<file path="src/rtl/f_fetch_unit.sv">
// Fetch stage of the 5-stage MIPS pipeline: PC register, imem request/ready handshake,
// delayed-branch redirects and flushes. Define F_ADDR_RANGE_CHECK_EN to fault fetches outside [IMEM_BASE, IMEM_TOP].
module f_fetch_unit #(
    parameter logic [31:0] RESET_PC  = 32'h0000_3000,
    parameter logic [31:0] IMEM_BASE = 32'h0000_3000,
    parameter logic [31:0] IMEM_TOP  = 32'h0000_6FFC,
    parameter logic [4:0]  EXC_ADEL  = 5'd4
) (
    input  logic        clk,
    input  logic        reset,
    input  logic        en,
    input  logic        redirect_valid,
    input  logic [31:0] redirect_target,
    input  logic        flush,
    input  logic [31:0] flush_target,
    output logic        imem_req,
    output logic [31:0] imem_addr,
    input  logic        imem_ready,
    input  logic [31:0] imem_rdata,
    output logic [31:0] F_pc,
    output logic [31:0] F_instr,
    output logic        F_valid,
    output logic [4:0]  F_exccode
);

    typedef enum logic {
        S_REQ  = 1'b0,
        S_HAVE = 1'b1
    } state_e;

    state_e      state_q, state_d;
    logic [31:0] pc_q, pc_d;
    logic [31:0] ibuf_q, ibuf_d;
    logic        pend_v_q, pend_v_d;
    logic [31:0] pend_tgt_q, pend_tgt_d;

    logic bad_c;
    logic handoff_c;

`ifdef F_ADDR_RANGE_CHECK_EN
    assign bad_c = (pc_q[1:0] != 2'b00) || (pc_q < IMEM_BASE) || (pc_q > IMEM_TOP);
`else
    assign bad_c = (pc_q[1:0] != 2'b00);
`endif

    // Presented instruction: bypass from imem in REQ, buffered word in HAVE.
    always_comb begin
        imem_req  = 1'b0;
        imem_addr = pc_q;
        F_pc      = pc_q;
        F_instr   = 32'd0;
        F_valid   = 1'b0;
        F_exccode = 5'd0;
        if (reset) begin
            F_pc = RESET_PC;
        end else begin
            case (state_q)
                S_REQ: begin
                    if (bad_c) begin
                        F_valid   = 1'b1;
                        F_exccode = EXC_ADEL;
                    end else begin
                        imem_req = 1'b1;
                        F_valid  = imem_ready;
                        F_instr  = imem_ready ? imem_rdata : 32'd0;
                    end
                end
                S_HAVE: begin
                    F_valid = 1'b1;
                    F_instr = ibuf_q;
                end
                default: ;
            endcase
        end
    end

    assign handoff_c = F_valid & en & ~flush;

    // Next-state: flush > handoff > (pending redirect capture, stall buffering).
    always_comb begin
        state_d    = state_q;
        pc_d       = pc_q;
        ibuf_d     = ibuf_q;
        pend_v_d   = pend_v_q;
        pend_tgt_d = pend_tgt_q;
        if (flush) begin
            pc_d     = flush_target;
            state_d  = S_REQ;
            pend_v_d = 1'b0;
            ibuf_d   = 32'd0;
        end else if (handoff_c) begin
            if (redirect_valid)
                pc_d = redirect_target;
            else if (pend_v_q)
                pc_d = pend_tgt_q;
            else
                pc_d = pc_q + 32'd4;
            state_d  = S_REQ;
            pend_v_d = 1'b0;
        end else begin
            if (redirect_valid) begin
                pend_v_d   = 1'b1;
                pend_tgt_d = redirect_target;
            end
            if (state_q == S_REQ && imem_ready && !bad_c && !en) begin
                ibuf_d  = imem_rdata;
                state_d = S_HAVE;
            end
        end
    end

    always_ff @(posedge clk) begin
        if (reset) begin
            state_q    <= S_REQ;
            pc_q       <= RESET_PC;
            ibuf_q     <= 32'd0;
            pend_v_q   <= 1'b0;
            pend_tgt_q <= 32'd0;
        end else begin
            state_q    <= state_d;
            pc_q       <= pc_d;
            ibuf_q     <= ibuf_d;
            pend_v_q   <= pend_v_d;
            pend_tgt_q <= pend_tgt_d;
        end
    end

endmodule

</file>
<file path="config.mk">
export PLATFORM = sky130hd
export DESIGN_NAME = f_fetch_unit
export DESIGN_NICKNAME = d
export VERILOG_FILES = /design/src/rtl/f_fetch_unit.sv
export SDC_FILE = /design/constraint.sdc
export NUM_CORES = 1
export LEC_CHECK = 0
export CAP_MARGIN = 20
export CORE_AREA = 8 8 152 154
export DETAILED_ROUTE_END_ITERATION = 8
export DIE_AREA = 0 0 160 162
export SLEW_MARGIN = 20
export SYNTH_ARGS = -nofsm -noshare
export SYNTH_HDL_FRONTEND = slang
export SYNTH_SLANG_ARGS = --single-unit
</file>
<file path="constraint.sdc">
create_clock -name clk -period 4.9 [get_ports clk]
set_input_delay 1.47 -clock clk [delete_from_list [all_inputs] [get_ports clk]]
set_output_delay 1.47 -clock clk [all_outputs]
set_load 0.005 [all_outputs]
</file>
==> reports/metrics.cfg <==
[timing]
relSlewSlack_pct=42.0
setup_viol=0
tns_ns=0
hold_viol_final=0
rsz0062_at_grt=no
final.min_clock_period_ns=4.71
setup_ws_ns=0.191
timing.fmax_ghz=0.212
fin_crit_sh_pct=96.1
slew_viol_final=0
clock_skew_ns=0.0175
holdWs_ns=0.455
worst_slew_pin_slew_ns=0.869

[power]
p_sw_w=0.000610
p_int_w=0.00150
power_frac_seq_pct=42.4
vdd_ir_drop_max_v=0.000167
p_sw_share_pct=28.9
p_leak_nw=2.84
combPwrFrac_pct=22.5
p_per_area_nw_per_um2=257
p_clk_share_pct=35.1

[clocking]
cts_resized=0
cts_hold_buf=0
cts-root-buf=clkbuf_16
cts_tree=built
postCtsSetupBuffers=0
htreeDepth=3
cts_buffer_depth=2
cts_inserted_buffers=9
cts.sinks=98
clk_pin_slew_ns=0.07
clock_latency_ns=0.35

[placed_design]
gp_congestion=0.832
placed_area_um2=7910
portBuffers=200
numPlacedInstances=1204
pre_cts_ws_ns=0.188
post-dp-hpwl_mm=16.6

[logic_synthesis]
synth_area_um2=5710
ys_types=63
syn_area_per_cell_um2=7.38
synth_warnings=0
synth_largest_area_cell=dfxtp_1
synth_top_area_share_pct=34.4
yosysSeqAreaShare_pct=34.4
synth-async-reset-ratio_pct=0
ys_dominant_reg_cell=dfxtp_1
synth_edf_count=0
postSynthCellCount=773
synth-seq-cells=98
ys_top_cells_by_area=dfxtp_1 34%, nand2_1 10%, a21oi_1 8.6%, a22oi_1 5.0%, nor2_1 4.4%

[floorplanning]
dieHeight_um=162
core_area_um2=20700
pin_count=205
start_util_pct=27.6
fp.dieW_um=160
die_area_um2=25900
row_count=53

[final_layout]
fillerInstances=2174
final_common_cell=clkdlybuf4s50_1
final_cell_area_um2=8210
nets=1043
diodes=0
final_cell_mix=198 x clkdlybuf4s50_1, 159 x nand2_1, 98 x a21oi_1, 98 x dfxtp_1, 67 x nor2_1
seq_area_um2=1960
multi_input_area_um2=3380
fin_cells=1220
layout-area-overhead-vs-synth_pct=43.9
drive_above_1_share_pct=6.35

[routing]
vias_per_cell=5.15
post_drt_wl_per_cell_um=18.4
drc=0
totalWireLength_mm=22.5
vias=6284
antenna_left=0
drt_iter0_markers=483
drt-pass1-iter-count=5

[global_route]
use_met2_pct=27.3
grtUsageTotal_pct=16.9
use_met1_pct=21.7
busiest_layer=met2
grt_max_degree=44
grt-ovfl-total=0
grt_use_met3_pct=3.52
grt_first_pass_wirelength_mm=35.1
grt_pass1_vias=6133
antenna_found_initial=0

[setup_path]
startpoint=imem_ready
reg2reg_from=pend_v_q$_SDFFE_PP0P_
crit_path_end_kind=output port
worstPathArrival_ns=3.24
path_class=in2out
worst_ep_required_time_ns=3.43
cp_max_fo=33
cp-start-kind=primary input

[worst_hold_path]
min_from=ibuf_q[7]$_SDFFE_PP0P_
min_path_type=reg2reg

[flow_run]
max-cap-violations=0

[run_status]
status=finished, final reports clean

==> sequential cells by signal, summed over array words and instances, names as in the netlist <==
name	flops
ibuf_q	32
imem_addr	32
pend_tgt_q	32
pend_v_q	1
state_q	1
==> cell families after synthesis <==
logic type | after synthesis | synth area share (%)
buffers and inverters | 78 | 6.75
XOR/XNOR | 17 | 2.61
flip-flops | 98 | 34.4
AND/OR/NAND/NOR | 340 | 28.4
multiplexers | 6 | 1.07
AO/OA/AOI/OAI | 232 | 26.5
other | 1 | 0.0657
adder cells (fa/ha/maj) | 1 | 0.219
==> worst max-delay path, stage by stage <==
cell and delay, ns:
clkdlybuf4s50_1 0.58, and2_1 0.24, buf_12 0.21, a22oi_1 0.09, nor2_1 0.12, clkdlybuf4s50_1 0.53
==> layout make-up <==
cell class | instances | share of cell area (%)
flip-flops and latches | 98 | 23.9
well taps | 275 | 4.19
repair buffers | 223 | 26.7
clock inverters | 5 | 0.747
clock buffers | 11 | 2.96
inverters | 8 | 0.366
multi-input cells | 600 | 41.2
==> path summary, 6_finish.rpt <==
| kind | endpoint | slack (ns) | cells past startpoint |
|---|---|---|---|
| max | F_instr[27] | 0.19 | 6 |
| max reg2reg | imem_addr[4]$_SDFFE_PP0P_ | 2.23 | 5 |
| min | ibuf_q[7]$_SDFFE_PP0P_ | 0.46 | 2 |
| min reg2reg | ibuf_q[7]$_SDFFE_PP0P_ | 0.46 | 2 |
==> routing by layer <==
metal / up-vias / wire [um] / part of all wire (%)
li1: 3073 / - / -
met1: 2956 / 10000 / 45
met2: 224 / 10700 / 47
met3: 31 / 1310 / 5.8
met4: 0 / 513 / 2.3
met5: - / 0 / 0
==> synth_stat cells (all sizes together), types with 10 or more instances <==
cell,n
nand2,159
nor2b,30
nand3,15
nor2,69
nand2b,10
dfxtp,98
clkbuf,51
buf,19
nor3,12
o21ai,27
a211oi,10
nand4,15
a22oi,38
a21oi,98
xor2,11
==> power groups by stage <==
stage,Sequential (W),Clock [W],Combinational [W]
2_1_floorplan,0.000894,0,0.000224
3_3_place_gp,0.000911,0,0.000475
3_5_place_dp,0.000912,0,0.000476
4_1_cts,0.000894,0.000762,0.000478
5_1_grt,0.000902,0.000796,0.000518
6_report,0.000894,0.000742,0.000475
==> through the flow <==
step / util [%] / total power [W]
global placement: 38.2 / 0.00139
detailed placement: 38.2 / 0.00139
finish: 39.7 / 0.00211
global route: 39.7 / 0.00222
floorplan: - / 0.00112
CTS: 39.7 / 0.00213
Power figures use the tool's default switching activity.
